$ cat src/rtl/uart_cal_pkg.sv
// uart_cal_pkg: opcodes, ASCII constants and parser state encoding for the UART calculator
// Contents: OP_ADD/OP_SUB/OP_MUL, ASCII_* byte values, parser_state_t (3-bit FSM encoding)
package uart_cal_pkg;
    localparam logic [1:0] OP_ADD = 2'd0;
    localparam logic [1:0] OP_SUB = 2'd1;
    localparam logic [1:0] OP_MUL = 2'd2;
    localparam logic [7:0] ASCII_CR    = 8'h0D;
    localparam logic [7:0] ASCII_SP    = 8'h20;
    localparam logic [7:0] ASCII_0     = 8'h30;
    localparam logic [7:0] ASCII_9     = 8'h39;
    localparam logic [7:0] ASCII_PLUS  = 8'h2B;
    localparam logic [7:0] ASCII_MINUS = 8'h2D;
    localparam logic [7:0] ASCII_STAR  = 8'h2A;
    typedef enum logic [2:0] {
        ST_IDLE,
        ST_OP1,
        ST_OP2,
        ST_DONE,
        ST_ERR,
        ST_FLUSH
    } parser_state_t;
endpackage

$ cat src/rtl/uart_cmd_parser_if.sv
// uart_cmd_parser_if: byte stream in, parsed command out, for the UART command parser
// Signals: rx_data/rx_valid (byte strobe), src1/src2/op (command), parser_done/parse_err (pulses)
// Modports: master drives the byte stream and sees results, slave is the parser
interface uart_cmd_parser_if;
    logic [7:0]  rx_data;
    logic        rx_valid;
    logic [15:0] src1;
    logic [15:0] src2;
    logic [1:0]  op;
    logic        parser_done;
    logic        parse_err;
    modport master (output rx_data, rx_valid, input src1, src2, op, parser_done, parse_err);
    modport slave  (input rx_data, rx_valid, output src1, src2, op, parser_done, parse_err);
endinterface

$ cat src/rtl/uart_cmd_parser_dec_digit_acc.sv
// dec_digit_acc: combinational acc*10 + digit with 16-bit overflow detection
// Ports: i_acc (16b accumulator), i_digit (4b decimal digit), o_result (16b), o_ovf (result > 65535)
module dec_digit_acc (
    input  logic [15:0] i_acc,
    input  logic [3:0]  i_digit,
    output logic [15:0] o_result,
    output logic        o_ovf
);
    logic [19:0] w_sum;
    // 20 bits hold 65535*10+9 so overflow is exact for any incoming acc
    assign w_sum    = ({4'd0, i_acc} << 3) + ({4'd0, i_acc} << 1) + {16'd0, i_digit};
    assign o_result = w_sum[15:0];
    assign o_ovf    = |w_sum[19:16];
endmodule

$ cat src/rtl/uart_cmd_parser.sv
// uart_cmd_parser: parses "<digits><op><digits>CR" byte lines into src1/src2/op
// Ports: clk, n_rst (async active-low), bus (slave): rx_data/rx_valid in;
//        src1/src2/op (held until next DONE), parser_done/parse_err one-cycle pulses out
module uart_cmd_parser
    import uart_cal_pkg::*;
#(
    parameter int MAX_DIGITS = 5
) (
    input  logic             clk,
    input  logic             n_rst,
    uart_cmd_parser_if.slave bus
);
    localparam int CW = $clog2(MAX_DIGITS + 1);
    parser_state_t r_state;
    logic [15:0]   r_acc1, r_acc2, r_src1, r_src2;
    logic [1:0]    r_op_w, r_op;
    logic [CW-1:0] r_cnt;
    logic          r_err_cr, r_done, r_err;
    logic [7:0]    w_b;
    logic [15:0]   w_acc_in, w_acc_out;
    logic [1:0]    w_opcode;
    logic          w_v, w_dig, w_opc, w_cr, w_ovf, w_bad;
    assign w_b      = bus.rx_data;
    assign w_cr     = w_b == ASCII_CR;
    assign w_v      = bus.rx_valid && w_b != ASCII_SP;
    assign w_dig    = w_b >= ASCII_0 && w_b <= ASCII_9;
    assign w_opc    = w_b == ASCII_PLUS || w_b == ASCII_MINUS || w_b == ASCII_STAR;
    assign w_opcode = w_b == ASCII_PLUS ? OP_ADD : w_b == ASCII_MINUS ? OP_SUB : OP_MUL;
    // single accumulator shared between operands
    assign w_acc_in = r_state == ST_OP2 ? r_acc2 : r_acc1;
    assign w_bad    = w_ovf || r_cnt == CW'(MAX_DIGITS);
    dec_digit_acc u_acc (
        .i_acc    (w_acc_in),
        .i_digit  (w_b[3:0]),
        .o_result (w_acc_out),
        .o_ovf    (w_ovf)
    );
    always_ff @(posedge clk or negedge n_rst) begin
        if (!n_rst) begin
            r_state  <= ST_IDLE;
            r_acc1   <= '0;
            r_acc2   <= '0;
            r_op_w   <= '0;
            r_cnt    <= '0;
            r_err_cr <= 1'b0;
            r_src1   <= '0;
            r_src2   <= '0;
            r_op     <= '0;
            r_done   <= 1'b0;
            r_err    <= 1'b0;
        end else begin
            r_done <= 1'b0;
            r_err  <= 1'b0;
            case (r_state)
                ST_IDLE: if (w_v && !w_cr) begin
                    if (w_dig) begin
                        r_state <= ST_OP1;
                        r_acc1  <= {12'd0, w_b[3:0]};
                        r_cnt   <= CW'(1);
                    end else begin
                        r_state  <= ST_ERR;
                        r_err    <= 1'b1;
                        r_err_cr <= 1'b0;
                    end
                end
                ST_OP1: if (w_v) begin
                    if (w_dig && !w_bad) begin
                        r_acc1 <= w_acc_out;
                        r_cnt  <= r_cnt + CW'(1);
                    end else if (w_opc) begin
                        r_state <= ST_OP2;
                        r_op_w  <= w_opcode;
                        r_acc2  <= '0;
                        r_cnt   <= '0;
                    end else begin
                        r_state  <= ST_ERR;
                        r_err    <= 1'b1;
                        r_err_cr <= w_cr;
                    end
                end
                ST_OP2: if (w_v) begin
                    if (w_dig && !w_bad) begin
                        r_acc2 <= w_acc_out;
                        r_cnt  <= r_cnt + CW'(1);
                    end else if (w_cr && r_cnt != '0) begin
                        r_state <= ST_DONE;
                        r_done  <= 1'b1;
                        r_src1  <= r_acc1;
                        r_src2  <= r_acc2;
                        r_op    <= r_op_w;
                    end else begin
                        r_state  <= ST_ERR;
                        r_err    <= 1'b1;
                        r_err_cr <= w_cr;
                    end
                end
                ST_DONE:  r_state <= ST_IDLE;
                // CR already consumed means the line is over; otherwise skip to its end
                ST_ERR:   r_state <= r_err_cr ? ST_IDLE : ST_FLUSH;
                ST_FLUSH: if (bus.rx_valid && w_cr) r_state <= ST_IDLE;
                default:  r_state <= ST_IDLE;
            endcase
        end
    end
    assign bus.src1        = r_src1;
    assign bus.src2        = r_src2;
    assign bus.op          = r_op;
    assign bus.parser_done = r_done;
    assign bus.parse_err   = r_err;
endmodule

$ cat src/flat_wrapper.sv
// flat-port wrapper written by rule: the top's interface ports become plain ports
module uart_cmd_parser_flat import uart_cal_pkg::*;
#(
    parameter int MAX_DIGITS = 5
)
  (clk, n_rst, bus_rx_data, bus_rx_valid, bus_src1, bus_src2, bus_op, bus_parser_done, bus_parse_err);
  uart_cmd_parser_if bus_i ();
  input  logic clk;
  input  logic n_rst;
  input wire logic [$bits(bus_i.rx_data)-1:0] bus_rx_data;
  input wire logic [$bits(bus_i.rx_valid)-1:0] bus_rx_valid;
  output wire logic [$bits(bus_i.src1)-1:0] bus_src1;
  output wire logic [$bits(bus_i.src2)-1:0] bus_src2;
  output wire logic [$bits(bus_i.op)-1:0] bus_op;
  output wire logic [$bits(bus_i.parser_done)-1:0] bus_parser_done;
  output wire logic [$bits(bus_i.parse_err)-1:0] bus_parse_err;
  assign bus_i.rx_data = bus_rx_data;
  assign bus_i.rx_valid = bus_rx_valid;
  assign bus_src1 = bus_i.src1;
  assign bus_src2 = bus_i.src2;
  assign bus_op = bus_i.op;
  assign bus_parser_done = bus_i.parser_done;
  assign bus_parse_err = bus_i.parse_err;
  uart_cmd_parser #(.MAX_DIGITS(MAX_DIGITS)) u_core (.clk(clk), .n_rst(n_rst), .bus(bus_i));
endmodule
$ cat config.mk
export PLATFORM = sky130hd
export DESIGN_NAME = uart_cmd_parser_flat
export DESIGN_NICKNAME = d
export VERILOG_FILES = /design/src/rtl/uart_cal_pkg.sv /design/src/rtl/uart_cmd_parser_if.sv /design/src/rtl/uart_cmd_parser_dec_digit_acc.sv /design/src/rtl/uart_cmd_parser.sv /design/src/flat_wrapper.sv
export SDC_FILE = /design/constraint.sdc
export NUM_CORES = 1
export LEC_CHECK = 0
export ABC_CLOCK_PERIOD_IN_PS = 5180
export CORE_ASPECT_RATIO = 1.4
export CORE_MARGIN = 8
export CORE_UTILIZATION = 28
export CTS_BUF_LIST = sky130_fd_sc_hd__clkbuf_8 sky130_fd_sc_hd__clkbuf_16
export DETAILED_ROUTE_END_ITERATION = 7
export PLACE_DENSITY_LB_ADDON = 0.1
export SYNTH_ARGS = -nofsm -noshare
export SYNTH_HDL_FRONTEND = slang
export SYNTH_HIERARCHICAL = 1
export SYNTH_SLANG_ARGS = --single-unit
$ cat constraint.sdc
create_clock -name clk -period 5.18 [get_ports clk]
set_input_delay 1.036 -clock clk [delete_from_list [all_inputs] [get_ports clk]]
set_output_delay 1.036 -clock clk [all_outputs]
set_load 0.03 [all_outputs]
==> results.yml, run 1 <==
hold_path:
  hold_start: "u_core/r_op_w[0]"
  hp-class: "flop to flop"
  hold_end: "u_core/r_op_w[0]"
  hold_depth: 1
timing:
  slew_headroom_pct: 43.9
  layout_worst_path_cycle_share_pct: 95.4
  rsz0062_at_grt: "no"
  final.min_clock_period_ns: 4.94
  worstMarginPinSlew_ns: 0.840
  fin_worst_skew_ns: 0.00919
  fin_ws_ns: 0.240
  setup_viol: 0
  fmax_mhz: 202
  fin_setup_tns_ns: 0
  hold_viol: 0
  slew_viol_final: 0
detailed_routing:
  finalWirelength_microns: 14100
  drtIter0Drc: 161
  dr_wl_met3_microns: 432
  met2_length_microns: 7580
  highest_layer: "met4"
  firstDrtPassIters: 4
  final_antenna_net_count: 0
  met1Wirelength_microns: 5590
  vias: 3853
  drc: 0
  vias_per_cell: 4.77
  wl_per_cell_microns: 17.4
floorplanning:
  initial_core_util_pct: 28.5
  die_height_microns: 173
  num_rows: 57
  die_x_microns: 128
  die_area_sq_um: 22200
  core_area_sq_um: 17300
  io-pin-count: 47
finish:
  stdcell_area_sq_um: 6110
  antenna_cells: 0
  fin_nets: 613
  n_fill_cell: 1800
  area_delta_synth_final_pct: 23.8
  multiInputGateArea_sq_um: 2810
  ff_latch_area_sq_um: 1930
  drive_gt1_share_pct: 20.1
yosys:
  ys_seq_area_share_pct: 39.0
  avgSynthCellArea_sq_um: 9.80
  yosys.cell_types.count: 60
  ys_ff_latch: 77
  syn_area_sq_um: 4940
  yosysWarnings: 6
  async_flop_share_pct: 100
  syn-num-nets: 551
  synth-edff-count: 0
  syn_inst: 504
  synthFlopType: "dfrtp_1"
cts:
  clk_path_buf_depth: 2
  clock-sinks: 77
  clk_latency_ns: 0.34
  cts_hold_buf: 0
  root_buffer: "clkbuf_16"
  cts_max_level: 3
  clk_pin_slew_worst_paths_ns: 0.06
  cts_tree: "done"
  cts_setup_buffers: 0
  cts_buffers: 9
global_route:
  grt_max_degree: 46
  grt_pass1_wl_microns: 22500
  grt_pass1_vias: 4133
  grtUsageTotal_pct: 13.2
  antenna_found_initial: 0
  overflow: 0
critical_path:
  timing.rr.start: "u_core/r_state[0]"
  crit_fanout: 17
  cp.arrival_ns: 5.17
  cp_data_required_time_ns: 5.41
  crit_type: "primary input to flop"
  rr_endpoint: "u_core/bus.src2[9]"
  r2r_setup_slack_ns: 0.32
  crit_path_start_kind: "primary input"
  end_kind: "flop"
  ff2ff_path_depth: 18
placement:
  io_buffer_count: 46
  gp_congestion: 0.845
  dp_worst_setup_slack_ns: -0.129
  place_area_sq_um: 5760
  hpwl_microns: 10800
job:
  cap_viol_max_count: 0
power:
  power_leakage_nw: 2.80
  power.density_nw_per_um2: 310
  irDropWorstVdd_mv: 0.126
run_status:
  outcome: "finished clean"
[Yosys cell counts, types with 3 or more instances]
| library cell | n | area share (%) |
|---|---|---|
| a21o_1 | 7 | 1.1 |
| a21oi_1 | 16 | 1.6 |
| a31oi_1 | 5 | 0.63 |
| buf_12 | 3 | 1.2 |
| buf_2 | 8 | 0.81 |
| buf_6 | 3 | 0.68 |
| clkbuf_1 | 7 | 0.53 |
| dfrtp_1 | 77 | 39 |
| ha_1 | 34 | 8.6 |
| inv_1 | 15 | 1.1 |
| mux2_2 | 5 | 1.1 |
| mux2_4 | 30 | 9.1 |
| mux2i_1 | 6 | 1.2 |
| nand2_1 | 127 | 9.7 |
| nand3_1 | 7 | 0.71 |
| nand4_1 | 5 | 0.63 |
| nor2_1 | 16 | 1.2 |
| nor2b_1 | 3 | 0.38 |
| nor3_1 | 6 | 0.61 |
| nor4_1 | 5 | 0.63 |
| o211ai_1 | 3 | 0.46 |
| o21a_1 | 4 | 0.61 |
| o21ai_0 | 10 | 1.0 |
| o21ai_1 | 19 | 1.9 |
| o21ai_2 | 16 | 2.8 |
| o31a_1 | 3 | 0.53 |
| o31ai_1 | 4 | 0.61 |
| xnor2_1 | 9 | 1.6 |
| xor2_1 | 7 | 1.2 |
[layer usage]
| metal | global-route usage (%) | up-vias |
|---|---|---|
| met3 | 2.43 | 22 |
| met1 | 13.9 | 1868 |
| met5 | 0 | - |
| met4 | 6.71 | 0 |
| met2 | 24.2 | 62 |
| li1 | - | 1901 |
[through the flow]
stage,total power [mW],hold slack [ns],std cells,util (%)
3_3_place_gp,1.21,0.495,790,33.2
2_1_floorplan,1.02,0.468,504,-
5_1_grt,2.01,0.519,807,35.3
4_1_cts,1.92,0.509,806,35.1
3_5_place_dp,1.20,0.493,790,33.2
6_report,1.90,0.504,807,35.3
[flip-flops by register name (all words and copies together) (netlist names)]
signal and cells:
u_core/r_cnt 3, u_core/r_acc1 16, u_core/bus.src1 16, u_core/bus.src2 16
u_core/bus.parser_done 1, u_core/r_err_cr 1, u_core/r_op_w 2, u_core/bus.parse_err 1
u_core/bus.op 2, u_core/r_state 3, u_core/r_acc2 16
[critical path: stages]
cell,delay [ns]
clkdlybuf4s50_1,0.54
inv_1,0.08
fa_1,0.49
fa_1,0.50
nor2b_4,0.13
o31a_1,0.18
o21a_1,0.12
nor2_1,0.05
o31a_1,0.29
xor2_1,0.14
nand4_1,0.10
a21o_1,0.11
or3_1,0.21
nand2_4,0.12
nor2_4,0.69
mux2_4,0.35
[cell type report]
| type | count | share of cell area (%) |
|---|---|---|
| Multi-Input combinational cell | 390 | 46.0 |
| Timing Repair Buffer | 73 | 11.3 |
| Tap cell | 236 | 4.83 |
| Inverter | 15 | 0.921 |
| Clock inverter | 6 | 1.56 |
| Clock buffer | 10 | 3.91 |
| Sequential cell | 77 | 31.5 |
[cell families after synthesis]
logic type / count (synthesis) / share of synthesized area (%)
AO/OA/AOI/OAI: 106 / 14.8
XOR/XNOR: 16 / 2.84
adder cells (fa/ha/maj): 36 / 9.43
buffers and inverters: 38 / 4.69
flip-flops: 77 / 39.0
multiplexers: 41 / 11.5
AND/OR/NAND/NOR: 190 / 17.8
[what timing repair did]
action	CTS	global route
hold endpoints to repair	0	0
endpoints found under the setup margin	0	12
resized for setup	0	3
[where the power goes]
group | internal (mW) | switching, mW
Clock | 0.439 | 0.267
Combinational | 0.212 | 0.318
Sequential | 0.633 | 0.0284
[how the worst max path moves through the flow]
stage                           start             endpoint  slack [ns]  depth (start not counted)
floorplan           u_core/r_state[0]   u_core/bus.src1[0]        0.30                         22
global placement       bus_rx_data[3]      u_core/r_cnt[0]       -0.13                         18
detailed placement     bus_rx_data[3]  u_core/bus.src1[15]       -0.13                         16
CTS                 u_core/r_state[0]  u_core/bus.src1[15]        0.20                         18
global route        u_core/r_state[1]  u_core/bus.src2[12]        0.02                         21
finish                 bus_rx_data[3]   u_core/bus.src2[9]        0.24                         16
[cells in the final DEF (no fill, tap or decap), types with 16 or more instances in the layout]
cell             instances
a21oi_1                 16
o21ai_2                 17
mux2_4                  30
o21ai_1                 18
ha_1                    34
buf_4                   25
nor2_1                  16
nand2_1                127
dfrtp_1                 77
clkdlybuf4s50_1         45
No activity file was read; power rests on OpenSTA's default activity.
==> run 2, diff against run 1 <==
GPL_TIMING_DRIVEN = 0   (was default)
==> results.yml, run 2 (synthesis gave the netlist of run 1 again) <==
cts:
  clk_path_buf_depth: 2
  clk_latency_ns: 0.34
  cts_buffers: 9
  clk_pin_slew_worst_paths_ns: 0.07
  cts_tree: "done"
  clock-sinks: 77
  root_buffer: "clkbuf_16"
  cts_max_level: 3
detailed_routing:
  firstDrtPassIters: 4
  vias: 3925
  drc: 0
  vias_per_cell: 4.85
  finalWirelength_microns: 14700
  drtIter0Drc: 216
  final_antenna_net_count: 0
  wl_per_cell_microns: 18.1
global_route:
  overflow: 0
  grt_max_degree: 60
  antenna_found_initial: 0
  grt_pass1_wl_microns: 23400
  grt_pass1_vias: 4240
  grtUsageTotal_pct: 13.7
power:
  power.density_nw_per_um2: 306
  irDropWorstVdd_mv: 0.144
  power_leakage_nw: 2.83
placement:
  hpwl_microns: 11300
  place_area_sq_um: 5720
  gp_congestion: 0.892
  io_buffer_count: 46
  placed_cells: 787
floorplanning:
  die_area_sq_um: 22200
  die_height_microns: 173
  io-pin-count: 47
  die_x_microns: 128
  num_rows: 57
  initial_core_util_pct: 28.5
  core_area_sq_um: 17300
finish:
  drive_gt1_share_pct: 20.4
  fin_nets: 616
  n_fill_cell: 1781
  antenna_cells: 0
  area_delta_synth_final_pct: 25.5
  mostFrequentLayoutCell: "nand2_1"
  final_cell_mix: "nand2_1, dfrtp_1, clkdlybuf4s50_1"
  multiInputGateArea_sq_um: 2860
  stdcell_area_sq_um: 6200
  fin_cells: 810
  ff_latch_area_sq_um: 1930
timing:
  layout_worst_path_cycle_share_pct: 96.3
  fin_worst_skew_ns: 0.00897
  setup_viol: 0
  slew_headroom_pct: 64.4
  rsz0062_at_grt: "no"
  slew_viol_final: 0
  final.min_clock_period_ns: 4.99
  worstMarginPinSlew_ns: 0.531
  fmax_mhz: 200
  hold_viol: 0
critical_path:
  cp.arrival_ns: 5.21
  crit_path_start_kind: "flop"
  end_kind: "flop"
  crit_fanout: 10
  crit_type: "flop to flop"
  cp_data_required_time_ns: 5.40
run_status:
  outcome: "finished clean"
job:
  cap_viol_max_count: 0
hold_path:
  hp-class: "flop to flop"
run 2: changes by cell type in the layout (fill, tap and decap cells not counted), sizes merged:
cell / delta
buf: -2
clkbuf: +5
clkdlybuf4s50: -1
clkinvlp: -1
dlymetal6s2s: +1
inv: +2
nor2: -1
run 2: per-layer routing:
layer  up-vias  routed length [microns]  track usage, %  part of all wire [%]
li1       1898                        -               -                     -
met1      1941                     5870            14.7                    40
met2        68                     8020            25.6                    55
met3        18                      515            3.02                   3.5
met4         0                      289            4.53                   2.0
met5         -                        0               0                     0
run 2: report_power, final:
part	switching (mW)	internal (mW)	total (mW)	leakage [nW]
clock network	0.272	0.425	0.697	0.158
logic	0.334	0.201	0.535	1.60
registers	0.0299	0.633	0.662	1.07
total	0.636	1.26	1.89	2.83
run 2: per-stage QoR:
stage | setup TNS, ns | worst slack [ns] | power, mW | hold slack, ns | util, %
CTS | 0 | 0.00420 | 1.91 | 0.511 | 35.4
global placement | -41.33 | -0.839 | 1.18 | 0.491 | 32.8
detailed placement | -48.48 | -0.921 | 1.19 | 0.493 | 33.0
floorplan | 0 | 0.300 | 1.02 | 0.468 | -
global route | 0 | 0.00447 | 2.00 | 0.523 | 35.8
finish | 0 | 0.190 | 1.89 | 0.505 | 35.8
run 2: path summary, 6_finish.rpt:
kind,startpoint,end,slack [ns],depth (start not counted)
setup / recovery,u_core/r_state[1],u_core/bus.src2[14],0.19,23
hold / removal,u_core/bus.op[0],u_core/bus.op[0],0.51,1
setup reg to reg,u_core/r_state[1],u_core/bus.src2[14],0.19,23
hold reg to reg,u_core/bus.op[0],u_core/bus.op[0],0.51,1
max in group asynchronous,n_rst,u_core/bus.src2[14],3.98,2
min in group asynchronous,n_rst,u_core/bus.src2[6],0.58,1
run 2: worst max-delay path: stages, from the launching register on:
cell and delay (ns):
dfrtp_1 0.34, buf_6 0.14, or3b_4 0.40, buf_6 0.16, buf_4 0.17, nand2_1 0.10, nand2_1 0.08, inv_1 0.10
fa_1 0.46, fa_2 0.39, nor2b_4 0.12, o31a_1 0.24, o21a_1 0.14, nor2_1 0.06, o31a_1 0.30, xor2_1 0.15
nand4_1 0.14, a21o_1 0.22, or3_1 0.31, clkbuf_4 0.19, nand2_4 0.11, nor2_8 0.07, buf_12 0.16, mux2_4 0.30
run 2: cell type report:
cell class | instances | share of cell area (%)
multi-input combinational | 389 | 46.1
sequential | 77 | 31.1
timing repair buffer | 54 | 8.72
tap | 236 | 4.76
clock buffer | 9 | 3.63
buffer | 23 | 3.17
clock inverter | 7 | 1.57
inverter | 15 | 0.908
run 2: what timing repair did:
| action | CTS | global route |
|---|---|---|
| pin swaps | 3 | 4 |
| endpoints found under the setup margin | 77 | 68 |
| setup buffers | 4 | 3 |
| hold buffers | 0 | 0 |
| gates resized for setup | 14 | 15 |
==> run 3, diff against run 2 <==
ABC_CLOCK_PERIOD_IN_PS = 5850   (was 5180)
CTS_CLUSTER_SIZE = 8   (was default)
clock period = 5.85 ns   (was 5.18 ns; I/O delays follow)
==> results.yml, run 3 (synthesis gave the netlist of run 1 again) <==
placement:
  place_area_sq_um: 5720
  io_buffer_count: 46
  gp_congestion: 0.892
  hpwl_microns: 11300
floorplanning:
  die_x_microns: 128
  core_area_sq_um: 17300
  die_height_microns: 173
  initial_core_util_pct: 28.5
  die_area_sq_um: 22200
  io-pin-count: 47
  num_rows: 57
timing:
  hold_viol: 0
  slew_viol_final: 0
  setup_viol: 0
  fin_worst_skew_ns: 0.0103
  fin_setup_tns_ns: 0
  fmax_mhz: 182
  worstMarginPinSlew_ns: 0.606
  slew_headroom_pct: 59.6
  layout_worst_path_cycle_share_pct: 93.8
  final.min_clock_period_ns: 5.49
  rsz0062_at_grt: "no"
finish:
  final_cell_mix: "nand2_1, dfrtp_1, clkdlybuf4s50_1"
  mostFrequentLayoutCell: "nand2_1"
  area_delta_synth_final_pct: 22.7
  n_fill_cell: 1781
  fin_nets: 609
  antenna_cells: 0
  final_core_util_pct: 35.0
  drive_gt1_share_pct: 18.0
  stdcell_area_sq_um: 6060
critical_path:
  crit_path_start_kind: "primary input"
  end_kind: "flop"
  cp-endpoint: "u_core/r_cnt[0]"
  r2r_setup_slack_ns: 0.46
  cp.arrival_ns: 5.70
  cp_data_required_time_ns: 6.07
  crit_type: "primary input to flop"
  ff2ff_path_depth: 23
  crit_fanout: 7
  crit_path_start: "bus_rx_data[3]"
  timing.rr.start: "u_core/r_state[1]"
  rr_endpoint: "u_core/r_cnt[0]"
detailed_routing:
  vias_per_cell: 4.83
  drc: 0
  wl_per_cell_microns: 18.1
  firstDrtPassIters: 4
  finalWirelength_microns: 14500
  vias: 3882
  final_antenna_net_count: 0
  drtIter0Drc: 206
run_status:
  outcome: "finished clean"
cts:
  cts_buffers: 9
  cts_setup_buffers: 0
  root_buffer: "clkbuf_16"
  clk_pin_slew_worst_paths_ns: 0.06
  cts_tree: "done"
  cts_max_level: 3
  clk_latency_ns: 0.35
  clk_path_buf_depth: 2
  cts_hold_buf: 0
  clock-sinks: 77
  cts.repair.resized: 1
power:
  swShare_pct: 33.5
  power_switching_mw: 0.557
  finalPower_mw: 1.66
  pwr-share-seq_pct: 35.2
  power.density_nw_per_um2: 274
  irDropWorstVdd_mv: 0.121
  p_int_mw: 1.11
  combPwrFrac_pct: 27.6
  power_leakage_nw: 2.75
  pwr-share-clk_pct: 37.2
global_route:
  grt_pass1_vias: 4201
  grt_pass1_wl_microns: 23100
  antenna_found_initial: 0
  grt_max_degree: 60
  overflow: 0
  grtUsageTotal_pct: 13.6
hold_path:
  hp-class: "flop to flop"
job:
  cap_viol_max_count: 0
run 3: area by class of cell:
class / count / area (sq um) / share of cell area, %
repair buffers: 47 / 485 / 8.01
inverters: 15 / 56.3 / 0.929
multi-input cells: 389 / 2800 / 46.1
clock buffers: 9 / 225 / 3.72
plain buffers: 23 / 178 / 2.93
clock inverters: 7 / 97.6 / 1.61
flip-flops and latches: 77 / 1930 / 31.8
well taps: 236 / 295 / 4.87
run 3: per-layer routing:
metal	track usage, %	up-vias	wire [microns]
met5	0	-	0
met4	5.02	0	333
met3	3.02	19	522
met2	25.0	67	7940
met1	14.5	1914	5700
li1	-	1882	-
run 3: worst min path at each step:
| stage | depth (start not counted) | endpoint | slack [ns] | start |
|---|---|---|---|---|
| 2_1_floorplan | 2 | u_core/r_acc1[15] | 0.47 | u_core/r_acc1[15] |
| 3_3_place_gp | 1 | u_core/bus.op[0] | 0.49 | u_core/r_op_w[0] |
| 3_5_place_dp | 1 | u_core/bus.src1[6] | 0.49 | u_core/bus.src1[6] |
| 4_1_cts | 1 | u_core/bus.op[0] | 0.51 | u_core/bus.op[0] |
| 5_1_grt | 1 | u_core/bus.src2[5] | 0.52 | u_core/bus.src2[5] |
| 6_report | 1 | u_core/bus.op[0] | 0.51 | u_core/bus.op[0] |
run 3: worst max-delay path: stages:
cell and delay, ns:
clkdlybuf4s50_1 0.73, inv_1 0.10, fa_1 0.56, inv_1 0.06
ha_1 0.28, a21o_1 0.18, nand4_1 0.09, nand3_1 0.19
a31oi_1 0.38, a211oi_1 0.14, o31ai_1 0.22, nand4_1 0.14
a21o_1 0.23, or3_1 0.31, buf_2 0.18, o2bb2ai_1 0.26
nor4_1 0.33, o22ai_1 0.13
run 3: stage by stage:
step                hold WS [ns]  std cells  setup WS, ns
finish                     0.505        803         0.364
global route               0.523        803        0.0741
CTS                        0.511        803        0.0177
detailed placement         0.493        787        -0.251
global placement           0.491        786        -0.169
floorplan                  0.468        504         0.970
run 3: power groups by stage:
| stage | Sequential [mW] | Clock [mW] | Combinational (mW) |
|---|---|---|---|
| 2_1_floorplan | 0.592 | 0 | 0.308 |
| 3_3_place_gp | 0.594 | 0 | 0.451 |
| 3_5_place_dp | 0.595 | 0 | 0.457 |
| 4_1_cts | 0.585 | 0.638 | 0.460 |
| 5_1_grt | 0.589 | 0.657 | 0.507 |
| 6_report | 0.586 | 0.618 | 0.458 |
